`src/rtl/gmii_tx_pkg.sv`:
```
// Shared types and constants for the GMII transmit scheduler.
// The FCS state exists only when GMII_TX_SCHED_FCS_EN is defined.
package gmii_tx_pkg;

  typedef enum logic [2:0] {
    ST_IDLE    = 3'd0,
    ST_PRE     = 3'd1,
    ST_PAYLOAD = 3'd2,
    ST_PAD     = 3'd3,
`ifdef GMII_TX_SCHED_FCS_EN
    ST_FCS     = 3'd4,
`endif
    ST_IFG     = 3'd5,
    ST_DRAIN   = 3'd6
  } state_t;

  localparam logic [7:0]  PREAMBLE_BYTE = 8'h55;
  localparam logic [7:0]  SFD_BYTE      = 8'hD5;
  localparam logic [31:0] CRC32_POLY    = 32'h04C11DB7;
  localparam logic [31:0] CRC32_INIT    = 32'hFFFFFFFF;

  // One byte of the bit-reflected Ethernet CRC, LSB of the data byte first.
  function automatic logic [31:0] crc32_d8(input logic [31:0] crc, input logic [7:0] data);
    logic [31:0] poly_r;
    logic [31:0] c;
    for (int i = 0; i < 32; i++) begin
      poly_r[i] = CRC32_POLY[31-i];
    end
    c = crc ^ {24'h000000, data};
    for (int b = 0; b < 8; b++) begin
      c = c[0] ? ((c >> 1) ^ poly_r) : (c >> 1);
    end
    return c;
  endfunction

endpackage

```
`src/rtl/eth_crc32_d8.sv`:
```
// Byte-wide running CRC-32 register with synchronous clear and update enable.
// o_crc is the raw register; the caller applies the final inversion.
module eth_crc32_d8
  import gmii_tx_pkg::*;
(
  input  logic        i_clk,
  input  logic        i_rst_n,
  input  logic        i_clr,
  input  logic        i_en,
  input  logic [7:0]  i_data,
  output logic [31:0] o_crc
);

  logic [31:0] r_crc;

  // CRC accumulator register.
  always_ff @(posedge i_clk or negedge i_rst_n) begin
    if (!i_rst_n) begin
      r_crc <= CRC32_INIT;
    end else if (i_clr) begin
      r_crc <= CRC32_INIT;
    end else if (i_en) begin
      r_crc <= crc32_d8(r_crc, i_data);
    end else begin
      r_crc <= r_crc;
    end
  end

  assign o_crc = r_crc;

endmodule

```
`src/rtl/gmii_tx_sched.sv`:
```
// Two-source round-robin frame scheduler producing a GMII byte stream with
// preamble/SFD, zero padding and IFG. Define GMII_TX_SCHED_FCS_EN to append CRC-32 FCS.
module gmii_tx_sched
  import gmii_tx_pkg::*;
#(
  parameter int PREAMBLE_LEN = 7,
  parameter int IFG_CYCLES   = 12,
  parameter int MIN_PAYLOAD  = 60
) (
  input  logic       i_gmii_tx_clk,
  input  logic       i_rst_n,
  input  logic [7:0] i_ch0_data,
  input  logic       i_ch0_valid,
  input  logic       i_ch0_last,
  output logic       o_ch0_ready,
  input  logic [7:0] i_ch1_data,
  input  logic       i_ch1_valid,
  input  logic       i_ch1_last,
  output logic       o_ch1_ready,
  output logic [7:0] o_gmii_txd,
  output logic       o_gmii_tx_en,
  output logic       o_busy,
  output logic       o_tx_done,
  output logic       o_tx_underrun
);

  state_t      r_state, w_state_nxt;
  logic        r_grant, w_grant_nxt;
  logic        r_rr_ptr, w_rr_ptr_nxt;
  logic [15:0] r_step, w_step_nxt;
  logic [10:0] r_byte_cnt, w_byte_cnt_nxt, w_byte_cnt_inc;
  logic [7:0]  r_txd, w_txd_nxt;
  logic        r_tx_en, w_tx_en_nxt;
  logic        r_tx_done, w_tx_done_nxt;
  logic        r_underrun, w_underrun_nxt;
  logic        r_ch0_ready, r_ch1_ready, r_busy;
  logic        w_xfer_nxt;
  logic        w_sel_valid, w_sel_last;
  logic [7:0]  w_sel_data;

  assign w_sel_valid    = r_grant ? i_ch1_valid : i_ch0_valid;
  assign w_sel_last     = r_grant ? i_ch1_last  : i_ch0_last;
  assign w_sel_data     = r_grant ? i_ch1_data  : i_ch0_data;
  assign w_byte_cnt_inc = (r_byte_cnt == 11'h7FF) ? r_byte_cnt : (r_byte_cnt + 11'd1);

`ifdef GMII_TX_SCHED_FCS_EN
  logic        w_crc_clr, w_crc_en;
  logic [31:0] w_crc;
  logic [31:0] w_fcs;
  logic [7:0]  w_fcs_byte;

  assign w_crc_clr = (r_state == ST_IDLE) && (i_ch0_valid || i_ch1_valid);
  assign w_crc_en  = ((r_state == ST_PAYLOAD) && w_sel_valid) || (r_state == ST_PAD);
  assign w_fcs     = ~w_crc;

  eth_crc32_d8 u_crc (
    .i_clk   (i_gmii_tx_clk),
    .i_rst_n (i_rst_n),
    .i_clr   (w_crc_clr),
    .i_en    (w_crc_en),
    .i_data  (w_txd_nxt),
    .o_crc   (w_crc)
  );

  // FCS goes out least-significant byte first.
  always_comb begin
    w_fcs_byte = 8'h00;
    case (r_step[1:0])
      2'd0:    w_fcs_byte = w_fcs[7:0];
      2'd1:    w_fcs_byte = w_fcs[15:8];
      2'd2:    w_fcs_byte = w_fcs[23:16];
      2'd3:    w_fcs_byte = w_fcs[31:24];
      default: w_fcs_byte = 8'h00;
    endcase
  end
`endif

  // Next-state logic; output fields hold the byte that appears on the bus next cycle.
  always_comb begin
    w_state_nxt    = r_state;
    w_grant_nxt    = r_grant;
    w_rr_ptr_nxt   = r_rr_ptr;
    w_step_nxt     = r_step;
    w_byte_cnt_nxt = r_byte_cnt;
    w_txd_nxt      = 8'h00;
    w_tx_en_nxt    = 1'b0;
    w_tx_done_nxt  = 1'b0;
    w_underrun_nxt = 1'b0;
    case (r_state)
      ST_IDLE: begin
        if (i_ch0_valid || i_ch1_valid) begin
          if (r_rr_ptr) begin
            w_grant_nxt = i_ch1_valid;
          end else begin
            w_grant_nxt = ~i_ch0_valid;
          end
          w_state_nxt    = ST_PRE;
          w_txd_nxt      = PREAMBLE_BYTE;
          w_tx_en_nxt    = 1'b1;
          w_step_nxt     = 16'd1;
          w_byte_cnt_nxt = 11'd0;
        end else begin
          w_step_nxt = 16'd0;
        end
      end
      ST_PRE: begin
        w_tx_en_nxt = 1'b1;
        if (r_step < 16'(PREAMBLE_LEN)) begin
          w_txd_nxt  = PREAMBLE_BYTE;
          w_step_nxt = r_step + 16'd1;
        end else begin
          w_txd_nxt   = SFD_BYTE;
          w_state_nxt = ST_PAYLOAD;
        end
      end
      ST_PAYLOAD: begin
        if (w_sel_valid) begin
          w_txd_nxt      = w_sel_data;
          w_tx_en_nxt    = 1'b1;
          w_byte_cnt_nxt = w_byte_cnt_inc;
          if (w_sel_last) begin
            w_step_nxt = 16'd0;
            if (w_byte_cnt_inc < 11'(MIN_PAYLOAD)) begin
              w_state_nxt = ST_PAD;
            end else begin
`ifdef GMII_TX_SCHED_FCS_EN
              w_state_nxt = ST_FCS;
`else
              w_state_nxt   = ST_IFG;
              w_tx_done_nxt = 1'b1;
`endif
            end
          end else begin
            w_state_nxt = ST_PAYLOAD;
          end
        end else begin
          w_underrun_nxt = 1'b1;
          w_state_nxt    = ST_DRAIN;
        end
      end
      ST_PAD: begin
        w_tx_en_nxt    = 1'b1;
        w_byte_cnt_nxt = w_byte_cnt_inc;
        if (w_byte_cnt_inc >= 11'(MIN_PAYLOAD)) begin
          w_step_nxt = 16'd0;
`ifdef GMII_TX_SCHED_FCS_EN
          w_state_nxt = ST_FCS;
`else
          w_state_nxt   = ST_IFG;
          w_tx_done_nxt = 1'b1;
`endif
        end else begin
          w_state_nxt = ST_PAD;
        end
      end
`ifdef GMII_TX_SCHED_FCS_EN
      ST_FCS: begin
        w_tx_en_nxt = 1'b1;
        w_txd_nxt   = w_fcs_byte;
        if (r_step[1:0] == 2'd3) begin
          w_state_nxt   = ST_IFG;
          w_step_nxt    = 16'd0;
          w_tx_done_nxt = 1'b1;
        end else begin
          w_step_nxt = r_step + 16'd1;
        end
      end
`endif
      ST_IFG: begin
        w_rr_ptr_nxt = ~r_grant;
        if (r_step >= 16'(IFG_CYCLES - 1)) begin
          w_state_nxt = ST_IDLE;
          w_step_nxt  = 16'd0;
        end else begin
          w_step_nxt = r_step + 16'd1;
        end
      end
      ST_DRAIN: begin
        if (w_sel_valid && w_sel_last) begin
          w_state_nxt = ST_IFG;
          w_step_nxt  = 16'd0;
        end else begin
          w_state_nxt = ST_DRAIN;
        end
      end
      default: begin
        w_state_nxt = ST_IDLE;
        w_step_nxt  = 16'd0;
      end
    endcase
  end

  assign w_xfer_nxt = (w_state_nxt == ST_PAYLOAD) || (w_state_nxt == ST_DRAIN);

  // State, counters and registered outputs.
  always_ff @(posedge i_gmii_tx_clk or negedge i_rst_n) begin
    if (!i_rst_n) begin
      r_state     <= ST_IDLE;
      r_grant     <= 1'b0;
      r_rr_ptr    <= 1'b0;
      r_step      <= 16'd0;
      r_byte_cnt  <= 11'd0;
      r_txd       <= 8'h00;
      r_tx_en     <= 1'b0;
      r_tx_done   <= 1'b0;
      r_underrun  <= 1'b0;
      r_ch0_ready <= 1'b0;
      r_ch1_ready <= 1'b0;
      r_busy      <= 1'b0;
    end else begin
      r_state     <= w_state_nxt;
      r_grant     <= w_grant_nxt;
      r_rr_ptr    <= w_rr_ptr_nxt;
      r_step      <= w_step_nxt;
      r_byte_cnt  <= w_byte_cnt_nxt;
      r_txd       <= w_txd_nxt;
      r_tx_en     <= w_tx_en_nxt;
      r_tx_done   <= w_tx_done_nxt;
      r_underrun  <= w_underrun_nxt;
      r_ch0_ready <= w_xfer_nxt & ~w_grant_nxt;
      r_ch1_ready <= w_xfer_nxt & w_grant_nxt;
      r_busy      <= (w_state_nxt != ST_IDLE);
    end
  end

  assign o_gmii_txd    = r_txd;
  assign o_gmii_tx_en  = r_tx_en;
  assign o_tx_done     = r_tx_done;
  assign o_tx_underrun = r_underrun;
  assign o_ch0_ready   = r_ch0_ready;
  assign o_ch1_ready   = r_ch1_ready;
  assign o_busy        = r_busy;

endmodule

```
`config.mk`:
```
export PLATFORM = sky130hd
export DESIGN_NAME = gmii_tx_sched
export DESIGN_NICKNAME = d
export VERILOG_FILES = /design/src/rtl/gmii_tx_pkg.sv /design/src/rtl/eth_crc32_d8.sv /design/src/rtl/gmii_tx_sched.sv
export SDC_FILE = /design/constraint.sdc
export NUM_CORES = 1
export LEC_CHECK = 0
export CAP_MARGIN = 5
export CORE_MARGIN = 4
export CORE_UTILIZATION = 38
export CTS_BUF_LIST = sky130_fd_sc_hd__clkbuf_4 sky130_fd_sc_hd__clkbuf_8
export DETAILED_ROUTE_END_ITERATION = 10
export GPL_TIMING_DRIVEN = 0
export HOLD_SLACK_MARGIN = 0.03
export PLACE_DENSITY = 0.62
export SLEW_MARGIN = 20
export SYNTH_ARGS = -nofsm -noshare
export SYNTH_HDL_FRONTEND = slang
export SYNTH_SLANG_ARGS = --single-unit
```
`constraint.sdc`:
```
create_clock -name i_gmii_tx_clk -period 2 [get_ports i_gmii_tx_clk]
set_clock_uncertainty 0.1 [all_clocks]
set_input_delay 0.3 -clock i_gmii_tx_clk [delete_from_list [all_inputs] [get_ports i_gmii_tx_clk]]
set_output_delay 0.3 -clock i_gmii_tx_clk [all_outputs]
set_load 0.005 [all_outputs]
```
==> results of run 1 <==
## worst max-delay path by stage
stage                               end  slack [ps]
after floorplan               r_step[2]         -10
after global placement        r_step[0]        -760
after detailed placement  r_byte_cnt[4]        -620
after CTS                     r_step[9]        -190
after global routing          r_step[3]        -230
final                         r_step[1]        -140
## cell families after synthesis
logic type      after synthesis  share of synthesized area (%)
xor+xnor                      1                          0.379
fa+ha+maj                     2                           1.08
compound gates               68                           19.5
simple gates                 97                           20.9
flops                        46                           49.9
mux                          12                           5.31
buf+inv                      13                           2.93
## power by group through the flow
stage                     Clock (mW)  Combinational, mW  Sequential, mW
after floorplan                    0               1.07            1.25
after global placement             0               1.60            1.24
after detailed placement           0               1.62            1.25
after CTS                      0.611               1.91            1.23
after global routing           0.646               2.39            1.30
final                          0.593               2.18            1.27
## cells in the final DEF (no fill, tap or decap), types with 7 or more instances in the layout
master           count
nor2_1              23
clkdlybuf4s50_1     33
nand3_1              7
o21ai_0             13
mux2i_1              9
a21oi_1             15
nand2_1             17
dfrtp_1             40
buf_6                7
buf_4               16
and3_1               7
## flip-flops by register name, indices dropped and copies added (netlist names)
register       cells
o_tx_done          1
o_tx_underrun      1
o_gmii_tx_en       1
o_gmii_txd         8
o_ch1_ready        1
r_step            16
o_ch0_ready        1
o_busy             1
r_state            3
r_byte_cnt        11
r_rr_ptr           1
r_grant            1
## metal layers
metal / vias up / GRT usage, %
met5: - / 0
met4: 0 / 5.18
met3: 9 / 3.94
met2: 69 / 24.9
met1: 997 / 21.9
li1: 1003 / -
## repair_timing
item                                    CTS  global route
gates cloned                              0             1
pin swaps                                13            10
resized for setup                        25            43
endpoints found under the setup margin   31            26
buffers inserted                         11             9
endpoints found under the hold margin    18             0
hold buffers                              1             0
## cell type report
class / count / area (µm²) / area share [%]
plain buffers: 8 / 53.8 / 1.64
repair buffers: 58 / 559 / 17.0
clock inverters: 3 / 25.0 / 0.763
inverters: 3 / 11.3 / 0.343
clock buffers: 5 / 68.8 / 2.10
well taps: 75 / 93.8 / 2.86
multi-input cells: 180 / 1310 / 39.9
flip-flops and latches: 46 / 1160 / 35.3
==> metrics.yaml, run 1 <==
status:
  status: "complete, but fails checks"
  violations: "setup timing"
critical_path:
  end_kind: "register"
  crit_type: "register to register"
  worstPathRequired_ps: 2100
  cpPeakStageDelay_ps: 420
  cp_slowest_cell: "dfrtp_1"
  worstPathMaxFanout: 4
  startpoint: "r_byte_cnt[1]"
  rrSetupSlack_ps: -140
  crit_cells: 7
  path_buf_inv: 1
  arrival_ps: 2240
  critPathLaunchType: "register"
  reg2reg_depth: 7
  r2r-start: "r_byte_cnt[1]"
  critPathTopFamily: "simple AND/OR/NAND/NOR gates"
  crit_chain: "ha_4 -> nand3_4 -> or3_4 -> a31o_4 -> a31oi_4 -> buf_4 -> mux2_4"
  reg2reg_to: "r_step[1]"
timing:
  period_share_pct: 107
  setup_viol: 17
  rsz0062_at_grt: "true"
  hold_ws_ps: 239
  worst_pin_slew_ps: 647
  hold_violations: 0
  tns_ps: -1800
  relSlewSlack_pct: 56.9
  maxSlewViolCount: 0
  fin_crit_ps: 2140
  fin_ws_ps: -141
  timing.fmax_mhz: 467
synth:
  yosysTopAreaCell: "dfrtp_1"
  synth.avg_cell_area_um2: 9.66
  synth_common_cells: "dfrtp_1 (46), nor2_1 (30), a21oi_1 (20)"
  synth_top_area_share_pct: 49.9
  yosysUniqueCellTypes: 44
  ys.warnings.count: 0
  syn_area_um2: 2310
  ys_ff_latch: 46
  synth.most_common_cell: "dfrtp_1"
  synth_ff_type: "dfrtp_1"
  ys_seq_area_share_pct: 49.9
  async_flop_share_pct: 100
  synth_edf_count: 0
  syn_inst: 239
  yosys-top-cells-area: "dfrtp_1 (50%), nor2_1 (4.9%), a21oi_1 (4.3%), mux2i_1 (4.3%), o21ai_0 (3.3%)"
  synth_fp_nets: 263
die:
  die_h_um: 85.9
  rows: 28
  die_area_um2: 7390
  core_area_um2: 5920
  die_width_um: 85.9
  start_util_pct: 39.0
  ios: 36
pwr:
  p_sw_share_pct: 38.6
  clock_power_share_pct: 14.7
  power.total_mw: 4.04
  leakagePower_nw: 1.41
  ir_drop_mv: 0.480
  pwr-share-comb_pct: 53.9
  p_int_mw: 2.48
  power_switching_mw: 1.56
  seqPwrFrac_pct: 31.4
  power_density_nw_per_um2: 1230
place:
  io_buffer_count: 35
  placed_area_um2: 2790
  place_ws_ps: -621
  gp_congestion: 0.803
  dpl.cell_count: 350
  dpl.hpwl_um: 3960
min_path:
  min_from: "i_ch0_valid"
  hold_end: "r_grant"
  worstHoldPathCells: 2
  hold_class: "input port to register"
grt:
  overflow: 0
  grt_util_all_layers_pct: 16.0
  antenna_found_initial: 0
  grt_pass1_vias: 1947
  grt_max_degree: 29
  grt_first_pass_wirelength_um: 9470
route:
  wl_met1_um: 2610
  wl_per_cell_um: 15.5
  wl_met3_um: 382
  wl_met2_um: 2750
  drt_first_pass_iters: 4
  drc_errors: 0
  postRouteAntennaNets: 0
  routed_wl_um: 5860
  drt-initial-drc-count: 79
  top_layer: "met4"
  viasPerCell: 5.50
  vias: 2078
layout:
  fill_cells: 530
  fin_area_um2: 3280
  nNetsFinal: 326
  drive_above_1_share_pct: 27.7
  finalNonFillerCells: 378
  syn_to_final_growth_pct: 42.1
  diodes: 0
  postLayoutCoreUtil_pct: 55.4
clock_network:
  numCtsBuffers: 5
  path_clk_slew_ps: 90
  clk_latency_ps: 300
  clock_sinks: 46
  htreeDepth: 2
  root_buffer: "clkbuf_8"
  cts_tree: "done"
  clk_path_buf_depth: 2
flow_run:
  cap_violations: 0
Power figures use the tool's default switching activity.
==> run 2, diff against run 1 <==
--- a/config.mk
+++ b/config.mk
@@ -12,8 +12,8 @@
 export DETAILED_ROUTE_END_ITERATION = 10
 export GPL_TIMING_DRIVEN = 0
 export HOLD_SLACK_MARGIN = 0.03
-export PLACE_DENSITY = 0.62
-export SLEW_MARGIN = 20
+export PLACE_DENSITY = 0.7
+export SLEW_MARGIN = 15
 export SYNTH_ARGS = -nofsm -noshare
 export SYNTH_HDL_FRONTEND = slang
 export SYNTH_SLANG_ARGS = --single-unit
==> metrics.yaml, run 2 (same netlist as run 1, synthesis figures left out) <==
place:
  placed_area_um2: 2790
  dpl.hpwl_um: 3930
  gp_congestion: 0.834
  io_buffer_count: 35
timing:
  worst_pin_slew_ps: 650
  maxSlewViolCount: 0
  relSlewSlack_pct: 56.7
  hold_ws_ps: 358
  period_share_pct: 103
  timing.fmax_mhz: 487
  setup_viol: 15
  rsz0062_at_grt: "true"
  fin_ws_ps: -51.9
  hold_violations: 0
  fin_crit_ps: 2050
route:
  vias: 2108
  drt_first_pass_iters: 4
  postRouteAntennaNets: 0
  top_layer: "met4"
  viasPerCell: 5.52
  wl_met3_um: 404
  drc_errors: 0
  wl_per_cell_um: 16.0
  routed_wl_um: 6110
  drt-initial-drc-count: 92
  wl_met1_um: 2640
  wl_met2_um: 2980
die:
  start_util_pct: 39.0
  core_area_um2: 5920
  ios: 36
  rows: 28
  die_width_um: 85.9
  die_h_um: 85.9
  die_area_um2: 7390
clock_network:
  cts_tree: "done"
  htreeDepth: 2
  clk_latency_ps: 300
  root_buffer: "clkbuf_8"
  clock_sinks: 46
  path_clk_slew_ps: 90
  clk_path_buf_depth: 2
  numCtsBuffers: 5
pwr:
  leakagePower_nw: 1.43
  power_density_nw_per_um2: 1240
  ir_drop_mv: 0.561
critical_path:
  end_kind: "register"
  arrival_ps: 2150
  r2r-start: "r_byte_cnt[0]"
  rrSetupSlack_ps: -50
  critPathLaunchType: "register"
  startpoint: "r_byte_cnt[0]"
  crit_type: "register to register"
  worstPathRequired_ps: 2100
  worstPathMaxFanout: 4
min_path:
  hold_class: "input port to async pin"
flow_run:
  cap_violations: 0
status:
  violations: "setup timing"
  status: "complete, but fails checks"
grt:
  grt_first_pass_wirelength_um: 9800
  overflow: 0
  antenna_found_initial: 0
  grt_max_degree: 30
  grt_util_all_layers_pct: 16.7
  grt_pass1_vias: 2064
layout:
  postLayoutCoreUtil_pct: 56.0
  drive_above_1_share_pct: 28.7
  fill_cells: 517
  syn_to_final_growth_pct: 43.6
  diodes: 0
  final_cell_mix: "dfrtp_1 (38), clkdlybuf4s50_1 (34), nor2_1 (24)"
  largest_reg_flops: 16
  nNetsFinal: 330
  fin_area_um2: 3310
  final_common_cell: "dfrtp_1"
  largest_register: "r_step"
run 2: changes by cell type in the layout (fill, tap and decap cells not counted), moves of 3 or more:
| cell | previous run | this run |
|---|---|---|
| a41oi_1 | 1 | 4 |
| nor4_4 | 0 | 3 |
| a41oi_2 | 3 | 0 |
| nor4_2 | 4 | 1 |
| buf_4 | 16 | 21 |
run 2: worst paths after layout:
check,to,cells after the start
setup / recovery,r_step[14],8
hold / removal,o_gmii_txd[7],2
setup reg to reg,r_step[14],8
hold reg to reg,r_byte_cnt[5],1
max in group asynchronous,r_step[5],3
min in group i_gmii_tx_clk,r_byte_cnt[5],1
run 2: critical path, cell delays in order, from the launching register on:
cell,delay (ps)
dfrtp_2,400
ha_4,170
nand3_4,80
or3_4,350
a31o_4,260
a31oi_4,190
and2b_2,230
buf_4,130
nor2_1,40
run 2: area by class of cell:
class	count	area, µm²	area share, %
Buffer	8	62.6	1.89
Clock buffer	7	83.8	2.53
Clock inverter	1	30.0	0.906
Inverter	3	11.3	0.340
Multi-Input combinational cell	180	1300	39.2
Sequential cell	46	1160	35.0
Tap cell	75	93.8	2.83
Timing Repair Buffer	62	572	17.3
run 2: what timing repair did:
item                                    CTS  global route
endpoints found under the hold margin    17             0
cloned                                    2             0
hold buffers                              1             0
endpoints found under the setup margin   30            28
buffers inserted                         13            10
pin swaps                                 8             8
gates resized for setup                  23            40
run 2: per-stage QoR:
stage	TNS [ps]	total power, mW	cells	setup slack, ps
after global placement	-44530	2.84	349	-729
after floorplan	-21.6	2.32	239	-14.5
after CTS	-1160	3.81	372	-85.3
after detailed placement	-12080	2.87	350	-636
after global routing	-2230	4.38	382	-147
final	-629	4.11	382	-51.9
run 2: power by group:
part / switching (mW) / total [mW] / internal [mW]
registers: 0.115 / 1.24 / 1.13
clock network: 0.321 / 0.722 / 0.402
logic: 1.08 / 2.14 / 1.07
run 2: layer usage:
layer	vias up	GRT usage, %
li1	1005	-
met1	1029	21.5
met2	68	27.0
met3	6	4.23
met4	0	6.33
met5	-	0
==> run 3, diff against run 2 <==
--- a/config.mk
+++ b/config.mk
@@ -6,7 +6,7 @@
 export NUM_CORES = 1
 export LEC_CHECK = 0
 export CAP_MARGIN = 5
-export CORE_MARGIN = 4
+export CORE_MARGIN = 8
 export CORE_UTILIZATION = 38
 export CTS_BUF_LIST = sky130_fd_sc_hd__clkbuf_4 sky130_fd_sc_hd__clkbuf_8
 export DETAILED_ROUTE_END_ITERATION = 10
==> metrics.yaml, run 3 (same netlist as run 1, synthesis figures left out) <==
status:
  status: "complete, but fails checks"
  violations: "setup timing"
pwr:
  clock_power_share_pct: 17.7
  power_switching_mw: 1.47
  leakagePower_nw: 1.41
  seqPwrFrac_pct: 31.2
  power.total_mw: 3.99
  power_density_nw_per_um2: 1250
  ir_drop_mv: 0.605
  p_sw_share_pct: 36.8
  p_int_mw: 2.52
  pwr-share-comb_pct: 51.1
timing:
  maxSlewViolCount: 0
  fin_crit_ps: 2120
  worst_pin_slew_ps: 660
  fin_ws_ps: -116
  hold_ws_ps: 242
  hold_violations: 0
  period_share_pct: 106
  tns_ps: -1450
  rsz0062_at_grt: "true"
  setup_viol: 16
  timing.fmax_mhz: 473
  relSlewSlack_pct: 56.0
place:
  dpl.cell_count: 350
  io_buffer_count: 35
  placed_area_um2: 2790
  gp_congestion: 0.808
  place_ws_ps: -595
  dpl.hpwl_um: 4010
die:
  die_area_um2: 8820
  die_width_um: 93.9
  start_util_pct: 39.2
  rows: 28
  die_h_um: 93.9
  core_area_um2: 5890
  ios: 36
grt:
  overflow: 0
  grt_pass1_vias: 1957
  antenna_found_initial: 0
  grt_util_all_layers_pct: 13.3
  grt_max_degree: 29
  grt_first_pass_wirelength_um: 9600
clock_network:
  path_clk_slew_ps: 80
  clk_path_buf_depth: 2
  cts_tree: "done"
  clock_sinks: 46
  root_buffer: "clkbuf_8"
  htreeDepth: 2
  clk_latency_ps: 300
  numCtsBuffers: 5
critical_path:
  rrSetupSlack_ps: -120
  worstPathRequired_ps: 2090
  end_kind: "register"
  critPathLaunchType: "register"
  cp_slowest_cell: "dfrtp_1"
  worstPathMaxFanout: 5
  crit_chain: "ha_4 -> nand3_4 -> or3_4 -> a31o_4 -> a31oi_4 -> and2b_2 -> buf_6 -> nor2_1"
  arrival_ps: 2200
  cpPeakStageDelay_ps: 400
  crit_type: "register to register"
layout:
  final_cell_mix: "dfrtp_1 (42), clkdlybuf4s50_1 (33), nor2_1 (26)"
  final_common_cell: "dfrtp_1"
  drive_above_1_share_pct: 24.0
  largest_reg_flops: 16
  diodes: 0
  fin_area_um2: 3200
  syn_to_final_growth_pct: 38.7
  finalNonFillerCells: 375
  postLayoutCoreUtil_pct: 54.4
  largest_register: "r_step"
  nNetsFinal: 323
route:
  vias: 2075
  routed_wl_um: 5930
  viasPerCell: 5.53
  postRouteAntennaNets: 0
  wl_per_cell_um: 15.8
  drt-initial-drc-count: 122
  drt_first_pass_iters: 4
  drc_errors: 0
min_path:
  hold_class: "input port to register"
flow_run:
  cap_violations: 0
-- run 3: worst max-delay path: cells and delay by family, from the launching register on --
| kind | cells | cell delay [ps] |
|---|---|---|
| compound gates | 2 | 460 |
| fa+ha+maj | 1 | 170 |
| buf+inv | 1 | 130 |
| flops | 1 | 400 |
| simple gates | 4 | 740 |
-- run 3: what timing repair did --
| action | CTS | global route |
|---|---|---|
| hold endpoints to repair | 18 | 0 |
| setup endpoints to repair | 29 | 27 |
| cloned | 2 | 0 |
| setup buffers | 11 | 6 |
| pin swaps | 0 | 4 |
| gates resized for setup | 24 | 22 |
| hold buffers | 1 | 0 |
-- run 3: per-layer routing --
metal  share of wire [%]  GRT usage [%]  vias to the layer above
met5                   0              0                        -
met3                 5.6           3.44                        4
met2                  47           21.8                       60
met4                0.91           3.17                        0
li1                    -              -                      989
met1                  47           17.1                     1022
-- run 3: worst paths after layout --
check	from	to	cells after the start
max	r_byte_cnt[1]	r_step[8]	8
min	i_ch0_valid	r_grant	2
max reg2reg	r_byte_cnt[1]	r_step[8]	8
min reg2reg	r_byte_cnt[5]	r_byte_cnt[5]	1
max in group asynchronous	i_rst_n	r_byte_cnt[6]	3
min in group asynchronous	i_rst_n	o_gmii_txd[7]	2
-- run 3: final cells by class --
cell class                      count  area [µm²]
Clock inverter                      1        30.0
Sequential cell                    46        1160
Tap cell                           75        93.8
Buffer                              7        51.3
Fill cell                         512        2680
Clock buffer                        7        83.8
Timing Repair Buffer               56         524
Multi-Input combinational cell    180        1250
Inverter                            3        11.3
-- run 3: power groups by stage --
stage	registers [mW]	logic (mW)	clock network [mW]
3_5_place_dp	1.25	1.62	0
5_1_grt	1.27	2.23	0.757
6_report	1.25	2.04	0.706
4_1_cts	1.22	1.90	0.722
2_1_floorplan	1.25	1.07	0
3_3_place_gp	1.24	1.60	0
